==> config.mk <==
export PLATFORM = sky130hd
export DESIGN_NAME = mem_stage_nlane
export DESIGN_NICKNAME = d
export VERILOG_FILES = /design/src/rtl/mem_stage_nlane.sv
export SDC_FILE = /design/constraint.sdc
export NUM_CORES = 1
export LEC_CHECK = 0
export ABC_CLOCK_PERIOD_IN_PS = 5300
export CAP_MARGIN = 20
export CORE_AREA = 5 5 200 202
export DETAILED_ROUTE_END_ITERATION = 8
export DIE_AREA = 0 0 205 207
export DONT_BUFFER_PORTS = 1
export SLEW_MARGIN = 20
export SYNTH_ARGS = -nofsm -noshare
export SYNTH_HDL_FRONTEND = slang
export SYNTH_SLANG_ARGS = --single-unit
export TNS_END_PERCENT = 20
==> constraint.sdc <==
create_clock -name clk -period 5.3 [get_ports clk]
set_input_delay 1.06 -clock clk [delete_from_list [all_inputs] [get_ports clk]]
set_output_delay 1.06 -clock clk [all_outputs]
set_load 0.01 [all_outputs]
==> src/rtl/mem_stage_nlane.sv <==
// Memory stage for LANES issue slots: per-lane cache response capture, load alignment and flush cancellation.
// Optional lwl/lwr merge logic is built when MS_UNALIGNED_EN is defined.
module mem_stage_nlane #(
    parameter int LANES = 2,
    parameter int CNT_W = 2
) (
    input  logic                      clk,
    input  logic                      resetn,
    input  logic                      flush,
    input  logic                      pms_to_ms_valid,
    input  logic [LANES*114-1:0]      pms_to_ms_bus,
    output logic                      ms_allowin,
    input  logic                      ws_allowin,
    output logic                      ms_to_ws_valid,
    output logic [LANES*71-1:0]       ms_to_ws_bus,
    input  logic [LANES-1:0]          data_ok,
    input  logic [LANES*32-1:0]       rdata,
    output logic [2+LANES*39-1:0]     ms_forward_bus
);

    localparam int IN_W  = 114;
    localparam int OUT_W = 71;
    localparam int FWD_W = 39;

    logic                    ms_valid;
    logic [LANES*IN_W-1:0]   bundle;
    logic [LANES-1:0]        live_ok;
    logic [LANES-1:0]        lane_go;
    logic                    ms_ready_go;
    logic                    accept;
    logic                    leave;

    assign ms_ready_go    = &lane_go;
    assign ms_allowin     = !ms_valid | (ms_ready_go & ws_allowin);
    assign ms_to_ws_valid = ms_valid & ms_ready_go & !flush;
    // A flush in the same cycle as an incoming bundle wins: the bundle is refused.
    assign accept         = pms_to_ms_valid & ms_allowin & !flush;
    assign leave          = ms_to_ws_valid & ws_allowin;

    // NOTE: sequential state uses non-blocking assignments so every register samples pre-edge values.
    always_ff @(posedge clk or negedge resetn) begin
        if (!resetn) begin
            ms_valid <= 1'b0;
            bundle   <= '0;
        end else begin
            if (flush) begin
                ms_valid <= 1'b0;
            end else if (ms_allowin) begin
                ms_valid <= pms_to_ms_valid;
            end
            if (accept) begin
                bundle <= pms_to_ms_bus;
            end
        end
    end

    for (genvar i = 0; i < LANES; i++) begin : g_lane
        logic [IN_W-1:0]  l;
        logic             lane_valid;
        logic [6:0]       ls_type;
        logic [1:0]       offset;
        logic             res_from_mem;
        logic             mem_we;
        logic             gr_we;
        logic [4:0]       dest;
        logic [31:0]      rt;
        logic [31:0]      alu;
        logic [31:0]      pc;
        logic [31:0]      rd;
        logic [7:0]       byte_v;
        logic [15:0]      half_v;
        logic [31:0]      aligned;
        logic [31:0]      final_result;
        logic             mem_lane;
        logic             capture;
        logic             cnt_inc;
        logic             cnt_dec;
        logic             sat_hit;
        logic             ok_q;
        logic [31:0]      res_q;
        logic [CNT_W-1:0] cnt_q;

        assign l            = bundle[i*IN_W +: IN_W];
        assign lane_valid   = (i == 0) ? 1'b1 : l[113];
        assign ls_type      = l[112:106];
        assign offset       = l[105:104];
        assign res_from_mem = l[103];
        assign mem_we       = l[102];
        assign gr_we        = l[101];
        assign dest         = l[100:96];
        assign rt           = l[95:64];
        assign alu          = l[63:32];
        assign pc           = l[31:0];
        assign rd           = rdata[i*32 +: 32];

        assign byte_v = rd[{offset, 3'b000} +: 8];
        assign half_v = offset[1] ? rd[31:16] : rd[15:0];

        // NOTE: every always_comb output gets a default first so no latch is inferred.
        always_comb begin
            aligned = '0;
            if (ls_type[6]) begin
                aligned = {{24{byte_v[7]}}, byte_v};
            end else if (ls_type[5]) begin
                aligned = {24'b0, byte_v};
            end else if (ls_type[4]) begin
                aligned = {{16{half_v[15]}}, half_v};
            end else if (ls_type[3]) begin
                aligned = {16'b0, half_v};
            end else if (ls_type[2]) begin
                aligned = rd;
`ifdef MS_UNALIGNED_EN
            end else if (ls_type[1]) begin
                case (offset)
                    2'd0:    aligned = {rd[7:0],  rt[23:0]};
                    2'd1:    aligned = {rd[15:0], rt[15:0]};
                    2'd2:    aligned = {rd[23:0], rt[7:0]};
                    default: aligned = rd;
                endcase
            end else if (ls_type[0]) begin
                case (offset)
                    2'd0:    aligned = rd;
                    2'd1:    aligned = {rt[31:24], rd[31:8]};
                    2'd2:    aligned = {rt[31:16], rd[31:16]};
                    default: aligned = {rt[31:8],  rd[31:24]};
                endcase
`endif
            end
        end

`ifndef MS_UNALIGNED_EN
        logic unused_unaligned;
        assign unused_unaligned = ^{rt, ls_type[1:0]};
`endif

        assign mem_lane   = lane_valid & (res_from_mem | mem_we);
        assign live_ok[i] = data_ok[i] & (cnt_q == '0);
        assign lane_go[i] = !mem_lane | ok_q | live_ok[i];

        assign capture = live_ok[i] & ms_valid & !leave & !flush;
        // Responses owed to a flushed bundle are counted so they can be dropped on arrival.
        assign cnt_inc = flush & ms_valid & mem_lane & !ok_q & !live_ok[i];
        assign cnt_dec = data_ok[i] & (cnt_q != '0);
        assign sat_hit = cnt_inc & !cnt_dec & (cnt_q == '1);

        // NOTE: the captured-data register is reset like control state so the output bus reads zero after reset.
        always_ff @(posedge clk or negedge resetn) begin
            if (!resetn) begin
                ok_q  <= 1'b0;
                res_q <= '0;
                cnt_q <= '0;
            end else begin
                if (accept | flush) begin
                    ok_q <= 1'b0;
                end else if (capture) begin
                    ok_q <= 1'b1;
                end
                if (capture) begin
                    res_q <= aligned;
                end
                if (cnt_inc && !cnt_dec) begin
                    if (cnt_q != '1) begin
                        cnt_q <= cnt_q + CNT_W'(1);
                    end
                end else if (cnt_dec && !cnt_inc) begin
                    cnt_q <= cnt_q - CNT_W'(1);
                end
            end
        end

        assert property (@(posedge clk) disable iff (!resetn) !sat_hit)
            else $error("mem_stage_nlane: cancel counter saturated on lane %0d", i);

        assign final_result = ok_q ? res_q : (res_from_mem ? aligned : alu);

        assign ms_to_ws_bus[i*OUT_W +: OUT_W]   = {l[113], gr_we, dest, final_result, pc};
        assign ms_forward_bus[i*FWD_W +: FWD_W] = {res_from_mem, gr_we, dest, final_result};
    end

    assign ms_forward_bus[2+LANES*FWD_W-1 -: 2] = {ms_valid, ms_to_ws_valid};

endmodule

==> key figures, run 1 <==
Status
  – Status: finished clean

Die
  – Die X: 205 um
  – Ports: 523
  – Core box area: 0.03811 sq mm
  – Cell Rows: between 70 and 80
  – Die ar.: roughly 0.042 sq mm
  – Initial Util: a little under a third
  – Chip height: a little over 200 um

Global route
  – First-pass GRT wire length: a little over 50 mm
  – Initial antenna violation count: 7
  – Total gr overflow: 0
  – Tot GR Track Use: 15.07%
  – Vias in the first global route: 7879
  – Largest net degree at the start of global routing: approximately 230

Yosys
  – Post-Syn Nets: 1407
  – Sequential element share of the synthesized area: about half
  – Syn Inst Count: 1108
  – Area of the mapped netlist: around 0.012 sq mm
  – Top-area cell type share of the netlist area: 48.10%
  – Largest area contributor in the netlist: dfrtp_1
  – Dominant synthesized flop cell: dfrtp_1
  – Ys async rst share: between 90% and 100%
  – Syn Area/Cell: between 10 and 15 sq um
  – Post-synthesis register bit count: approximately 230
  – Unique masters post-synth: 45
  – Synth area leaders: dfrtp_1 (48%), buf_4 (9.9%), mux2_1 (9.4%), mux2_2 (5.7%), o21ai_0 (3.6%)
  – Syn. warnings: 0
  – Post-synth EDFFs: 0

Timing
  – RSZ-0062 raised after global routing: false
  – Fin. Hold Viols: 0
  – F_max: 224.8 MHz
  – Period utilization: 83.95%
  – Worst-margin pin slew: 0.9929 ns
  – Rel. slew slack: between 30% and 40%
  – Final count of pins violating max slew: 0
  – TNS Setup: 0 ns
  – Setup violators final: 0
  – Clock Skew: 0.01318 ns
  – Tmin final: ~4.4 ns

Pwr
  – Gate power share: between 20% and 30%
  – Sw frac: a little over a third
  – Sequential share of power: ~43%
  – Clock power frac: a little under 30%
  – P per Cell Area: approximately 540 mW/mm^2
  – Switching pwr: about 2.4 mW
  – VDD IR-drop max: ~0.31 mV
  – Internal: roughly 4.2 mW
  – Leak: a little under 5 nW

Setup path
  – CP Max Fanout: 23
  – Crit Path Class: register to output pin
  – Crit end category: output pin
  – Worst setup SP type: register
  – CP required: 4.24 ns
  – CP Data Arrival Time: 3.39 ns

Clock network
  – # clock sinks: 231
  – CTS Root Cell: clkbuf_16
  – Hold_buf cts: 0
  – Htree depth: 1
  – Post-CTS resize count: 0
  – CTS tree: built
  – Post-CTS Setup Repair Bufs: 0
  – Inserted Clock Buffers: 26
  – Clock Path Buffers: 3
  – Clock Pin Slew Worst Setup and Hold Paths: 0.06 ns
  – Skew-Pair Late Insertion Delay: 0.54 ns

Detailed routing
  – Post-DRT Antenna Nets: 0
  – Routed WL: 33.63 mm
  – # DRC: 0
  – Drt first-iter violations: approximately 450
  – Pre-antenna DRT Iters: 5
  – Detailed-route via count: between 7000 and 8000
  – Wirelength per Cell: about 23 um
  – Routed vias/inst: 5.208

Layout
  – Fill count: 3848
  – Number of nets in the layout: 1225
  – Layout cells sized above 1: roughly 14%
  – Final Cell Area: between 0.01 and 0.015 sq mm
  – Synth-to-layout area growth: 1.457%

Placed design
  – IO Port Bufs: 0
  – Dpl hpwl: 24.50 mm
  – Placed Area: between 0.01 and 0.015 sq mm
  – Gpl congestion: between 0.8 and 0.9

Worst hold path
  – Worst hold path type: input pin to asynchronous set/reset pin

Flow run
  – Maxcap violations: 0
critical path, stage by stage (launching register included):
cell     delay, ns
dfrtp_1       0.88
o21ai_0       0.31
nor3_1        0.72
a22oi_1       0.34
a21oi_1       0.59
path summary, 6_finish.rpt:
| kind | depth (start not counted) | slack [ns] | startpoint | endpoint |
|---|---|---|---|---|
| min reg2reg | 2 | 0.48 | g_lane[0].res_q[9] | g_lane[0].res_q[9] |
| max in group asynchronous | 0 | 4.77 | resetn | bundle[119] |
| min in group clk | 2 | 0.48 | g_lane[0].res_q[9] | g_lane[0].res_q[9] |
| max reg2reg | 6 | 2.64 | g_lane[0].ok_q | bundle[166] |
| min | 0 | 0.22 | resetn | bundle[141] |
| max | 4 | 0.85 | bundle[224] | ms_to_ws_bus[116] |
registers in the layout, indices dropped and copies added (netlist names):
name          flops
bundle          160
g_lane.res_q     64
g_lane.cnt_q      4
g_lane.ok_q       2
ms_valid          1
metal layers:
metal / track usage, % / vias to the layer above / routed length (um)
met5: 0 / - / 13
li1: - / 3436 / -
met1: 17.36 / 3718 / 12320
met3: 5.286 / 88 / 3416
met2: 25.24 / 402 / 16220
met4: 6.630 / 2 / 1659
cells in the mapped netlist (all sizes together) (9+ instances only):
master and count:
a21o 10, a221oi 21, mux2i 21, o21a 32, clkbuf 42, buf 184
mux2 161, nand2 46, o22ai 9, a21oi 69, nor2 70, a211oi 10
a31oi 10, dfrtp 231, inv 10, a22oi 54, o21ai 91
area by class of cell:
| class | count | area [sq um] | area share (%) |
|---|---|---|---|
| repair buffers | 16 | 132.6 | 1.088 |
| multi-input cells | 640 | 4663 | 38.25 |
| clock inverters | 15 | 200.2 | 1.642 |
| diodes | 5 | 12.51 | 0.1026 |
| well taps | 518 | 648.1 | 5.316 |
| inverters | 11 | 41.29 | 0.3386 |
| clock buffers | 32 | 714.4 | 5.859 |
| flip-flops and latches | 231 | 5781 | 47.41 |
kinds of logic after synthesis:
group / share of synthesized area, %
and+or+nand+nor: 5.133
muxes: 17.02
DFF: 48.10
AOI/OAI and AO/OA: 16.61
buffers and inverters: 13.14
stage by stage:
stage / power (mW) / instances / util, % / hold WS [ns] / setup slack [ns]
floorplan: 4.630 / 1108 / - / 0.4502 / 1.703
global placement: 4.599 / 1416 / 29.56 / 0.4642 / 1.201
detailed placement: 4.669 / 1416 / 29.56 / 0.4746 / 1.195
CTS: 6.630 / 1463 / 31.96 / 0.1753 / 0.8344
global route: 6.954 / 1466 / 31.98 / 0.1852 / 0.5522
finish: 6.541 / 1468 / 32.00 / 0.2220 / 0.8509
power groups by stage:
stage          registers [mW]  clock network, mW  logic (mW)
4_1_cts                  2.79               1.99        1.85
3_5_place_dp             2.82                  0        1.85
2_1_floorplan            2.56                  0        2.07
3_3_place_gp             2.80                  0        1.80
5_1_grt                  2.86               2.07        2.03
6_report                 2.79               1.93        1.82
placed cells by master, fill, tap and decap left out, types with 10 or more instances in the layout:
cell	count
a21o_1	10
a21oi_1	69
a221oi_1	21
a22oi_1	54
buf_4	15
clkbuf_16	27
clkinv_2	10
dfrtp_1	231
inv_1	10
mux2_1	100
mux2_2	61
mux2i_1	21
nand2_1	46
nor2_1	69
o21a_1	32
o21ai_0	87
(Power assumes the default switching activity.)
==> run 2, diff against run 1 <==
--- a/config.mk
+++ b/config.mk
@@ -5,11 +5,11 @@
 export SDC_FILE = /design/constraint.sdc
 export NUM_CORES = 1
 export LEC_CHECK = 0
-export ABC_CLOCK_PERIOD_IN_PS = 5300
+export ABC_CLOCK_PERIOD_IN_PS = 4500
 export CAP_MARGIN = 20
-export CORE_AREA = 5 5 200 202
+export CORE_AREA = 5 5 202 204
 export DETAILED_ROUTE_END_ITERATION = 8
-export DIE_AREA = 0 0 205 207
+export DIE_AREA = 0 0 207 209
 export DONT_BUFFER_PORTS = 1
 export SLEW_MARGIN = 20
 export SYNTH_ARGS = -nofsm -noshare
==> constraint.sdc (replaced) <==
create_clock -name clk -period 4.5 [get_ports clk]
set_input_delay 0.9 -clock clk [delete_from_list [all_inputs] [get_ports clk]]
set_output_delay 0.9 -clock clk [all_outputs]
set_load 0.01 [all_outputs]
==> run 2 against run 1 <==
  * Final area is 0.38% higher
  * Via count increased by 2.6%
  * Flip-flop and latch count stayed put
  * Register-to-register slack lost 0.91 ns
  * First-iteration DRC count fell by 23%
  * Clock power is 5% higher
  * Critical path depth rose by 1
  * Global-route usage up 0.61 points
  * Die area is 2.0% higher
  * Highest routed layer unchanged
==> key figures, run 2 (synthesized netlist as in run 1, its figures left out) <==
Clock network
  – # clock sinks: 231 (unchanged)
  – CTS Root Cell: clkbuf_16
  – CTS tree: built
  – Inserted Clock Buffers: 26 (unchanged)
  – Skew-Pair Late Insertion Delay: 0.54 ns (about the same)
  – Post-CTS resize count: 0 (unchanged)
  – Hold_buf cts: 0 (unchanged)
  – Clock Pin Slew Worst Setup and Hold Paths: 0.06 ns (about the same)
  – Clock Path Buffers: 3 (unchanged)
  – Post-CTS Setup Repair Bufs: 0 (unchanged)
  – Htree depth: 1 (unchanged)

Die
  – Die X: 207 um (+0.98%)
  – Ports: 523 (unchanged)
  – Cell Rows: 73 (+1.4%)
  – Core box area: 0.03909 sq mm (+2.6%)
  – Die ar.: 0.04326 sq mm (+2.0%)
  – Chip height: 209 um (+0.97%)
  – Initial Util: 30.74% (-0.80 points)

Global route
  – Initial antenna violation count: 8 (+1)
  – First-pass GRT wire length: 53.19 mm (+5.3%)
  – Tot GR Track Use: 15.68% (+0.61 points)
  – Vias in the first global route: 8039 (+2.0%)
  – Total gr overflow: 0 (unchanged)
  – Largest net degree at the start of global routing: 232 (unchanged)

Flow run
  – Maxcap violations: 0 (unchanged)

Detailed routing
  – Routed WL: 35.54 mm (+5.7%)
  – # DRC: 0 (unchanged)
  – Pre-antenna DRT Iters: 5 (unchanged)
  – Post-DRT Antenna Nets: 0 (unchanged)
  – Detailed-route via count: 7841 (+2.6%)
  – Drt first-iter violations: 351 (-23%)
  – Wirelength per Cell: 23.88 um (+4.2%)
  – Routed vias/inst: 5.269 (+1.2%)

Layout
  – Final Cell Area: 0.01224 sq mm (+0.38%)
  – Synth-to-layout area growth: 1.842%
  – Layout cells sized above 1: 14.79% (+1.0 points)
  – Final design utilization: 31.31% (-0.69 points)
  – Highest-count cells in the layout ignoring fill and taps: dfrtp_1 (231), mux2_1 (100), o21ai_0 (87)
  – Reg with most FFs: bundle
  – Largest regs: bundle x160, g_lane.res_q x64, g_lane.cnt_q x4
  – Number of nets in the layout: 1241 (+1.3%)
  – Most common cell after layout, fill and taps aside: dfrtp_1
  – Fill count: 4038 (+4.9%)
  – Largest register FFs: 160 (unchanged)
  – Fin cells: 1488 (+1.4%)

Timing
  – Setup violators final: 0 (unchanged)
  – Period utilization: roughly 94%
  – Rel. slew slack: 29.92% (-3.2 points)
  – F_max: 237.6 MHz
  – Tmin final: 4.209 ns
  – Worst-margin pin slew: 1.051 ns (+0.05837 ns)
  – Clock Skew: 0.009059 ns (-0.004120 ns)
  – Final count of pins violating max slew: 0 (unchanged)
  – TNS Setup: 0 ns (unchanged)
  – Fin. Hold Viols: 0 (unchanged)
  – RSZ-0062 raised after global routing: false

Setup path
  – Worst setup SP type: register
  – Crit end category: output pin
  – Crit Path Class: register to output pin
  – CP required: 3.60 ns (-0.64 ns)
  – CP Data Arrival Time: 3.31 ns (-0.08 ns)
  – CP Max Fanout: 23 (unchanged)

Worst hold path
  – Worst hold path type: input pin to asynchronous set/reset pin

Pwr
  – Sw frac: 37.36% (+0.83 points)
  – P per Cell Area: 614.2 mW/mm^2 (+14%)
  – Internal: 4.709 mW (+13%)
  – Sequential share of power: 43.8% (+1.2 points)
  – Leak: 4.986 nW (+0.33%)
  – Gate power share: 29.3% (+1.5 points)
  – VDD IR-drop max: 0.3543 mV (+14%)
  – Switching pwr: 2.808 mW (+18%)
  – Clock power frac: 26.9% (-2.6 points)

Status
  – Status: finished clean

Placed design
  – Gpl congestion: 0.8329 (-4.4%)
  – IO Port Bufs: 0 (unchanged)
  – Dpl hpwl: 26.15 mm (+6.7%)
  – Placed Cells: 1439 (+1.6%)
  – Placed Area: 0.01142 sq mm (+1.4%)
run 2: changes by cell type in the layout (fill, tap and decap cells not counted), sizes merged:
cell      change
diode         -2
clkinv        -6
bufinv        -5
clkbuf        +7
buf          +16
clkinvlp      +3
run 2: stage by stage:
step	hold slack (ns)	setup slack, ns	power (mW)
2_1_floorplan	0.4502	1.223	5.453
5_1_grt	0.01172	0.08369	7.991
3_5_place_dp	0.4719	0.9199	5.555
6_report	0.05590	0.2914	7.517
4_1_cts	0.01941	0.3124	7.623
3_3_place_gp	0.4623	0.9431	5.475
run 2: power by group through the flow:
stage | clock network, mW | registers [mW] | logic (mW)
floorplan | 0 | 3.02 | 2.44
global placement | 0 | 3.30 | 2.17
detailed placement | 0 | 3.33 | 2.22
CTS | 2.10 | 3.30 | 2.23
global route | 2.18 | 3.38 | 2.42
finish | 2.02 | 3.29 | 2.20
run 2: layout make-up:
cell class | instances | area, sq um | area share (%)
flip-flops and latches | 231 | 5781 | 47.23
multi-input cells | 640 | 4668 | 38.14
clock buffers | 39 | 760.7 | 6.216
well taps | 525 | 656.9 | 5.367
repair buffers | 32 | 277.8 | 2.269
clock inverters | 7 | 46.29 | 0.3782
inverters | 11 | 41.29 | 0.3374
diodes | 3 | 7.507 | 0.06134
run 2: final timing paths:
check                                    start             endpoint  slack, ns  cells after the start
max reg2reg                     g_lane[0].ok_q          bundle[170]       1.73                      6
min                                     resetn   g_lane[0].res_q[0]       0.06                      0
min in group clk                         flush       g_lane[0].ok_q       0.43                      1
min reg2reg                g_lane[0].res_q[26]  g_lane[0].res_q[26]       0.48                      2
max                                bundle[224]   ms_forward_bus[52]       0.29                      5
max in group asynchronous               resetn   g_lane[1].cnt_q[1]       3.98                      0
run 2: per-layer routing:
| layer | vias up | global-route usage (%) | share of wire, % |
|---|---|---|---|
| met2 | 419 | 27.93 | 50 |
| met3 | 70 | 5.540 | 9.3 |
| li1 | 3472 | - | - |
| met4 | 4 | 5.609 | 4.1 |
| met5 | - | 0 | 0.039 |
| met1 | 3876 | 17.33 | 36 |
run 2: critical path, cell delays in order, from the launching register on:
cell,delay [ns]
dfrtp_1,0.84
o21ai_0,0.30
nor3_1,0.77
a22oi_1,0.41
a21oi_1,0.24
buf_4,0.19
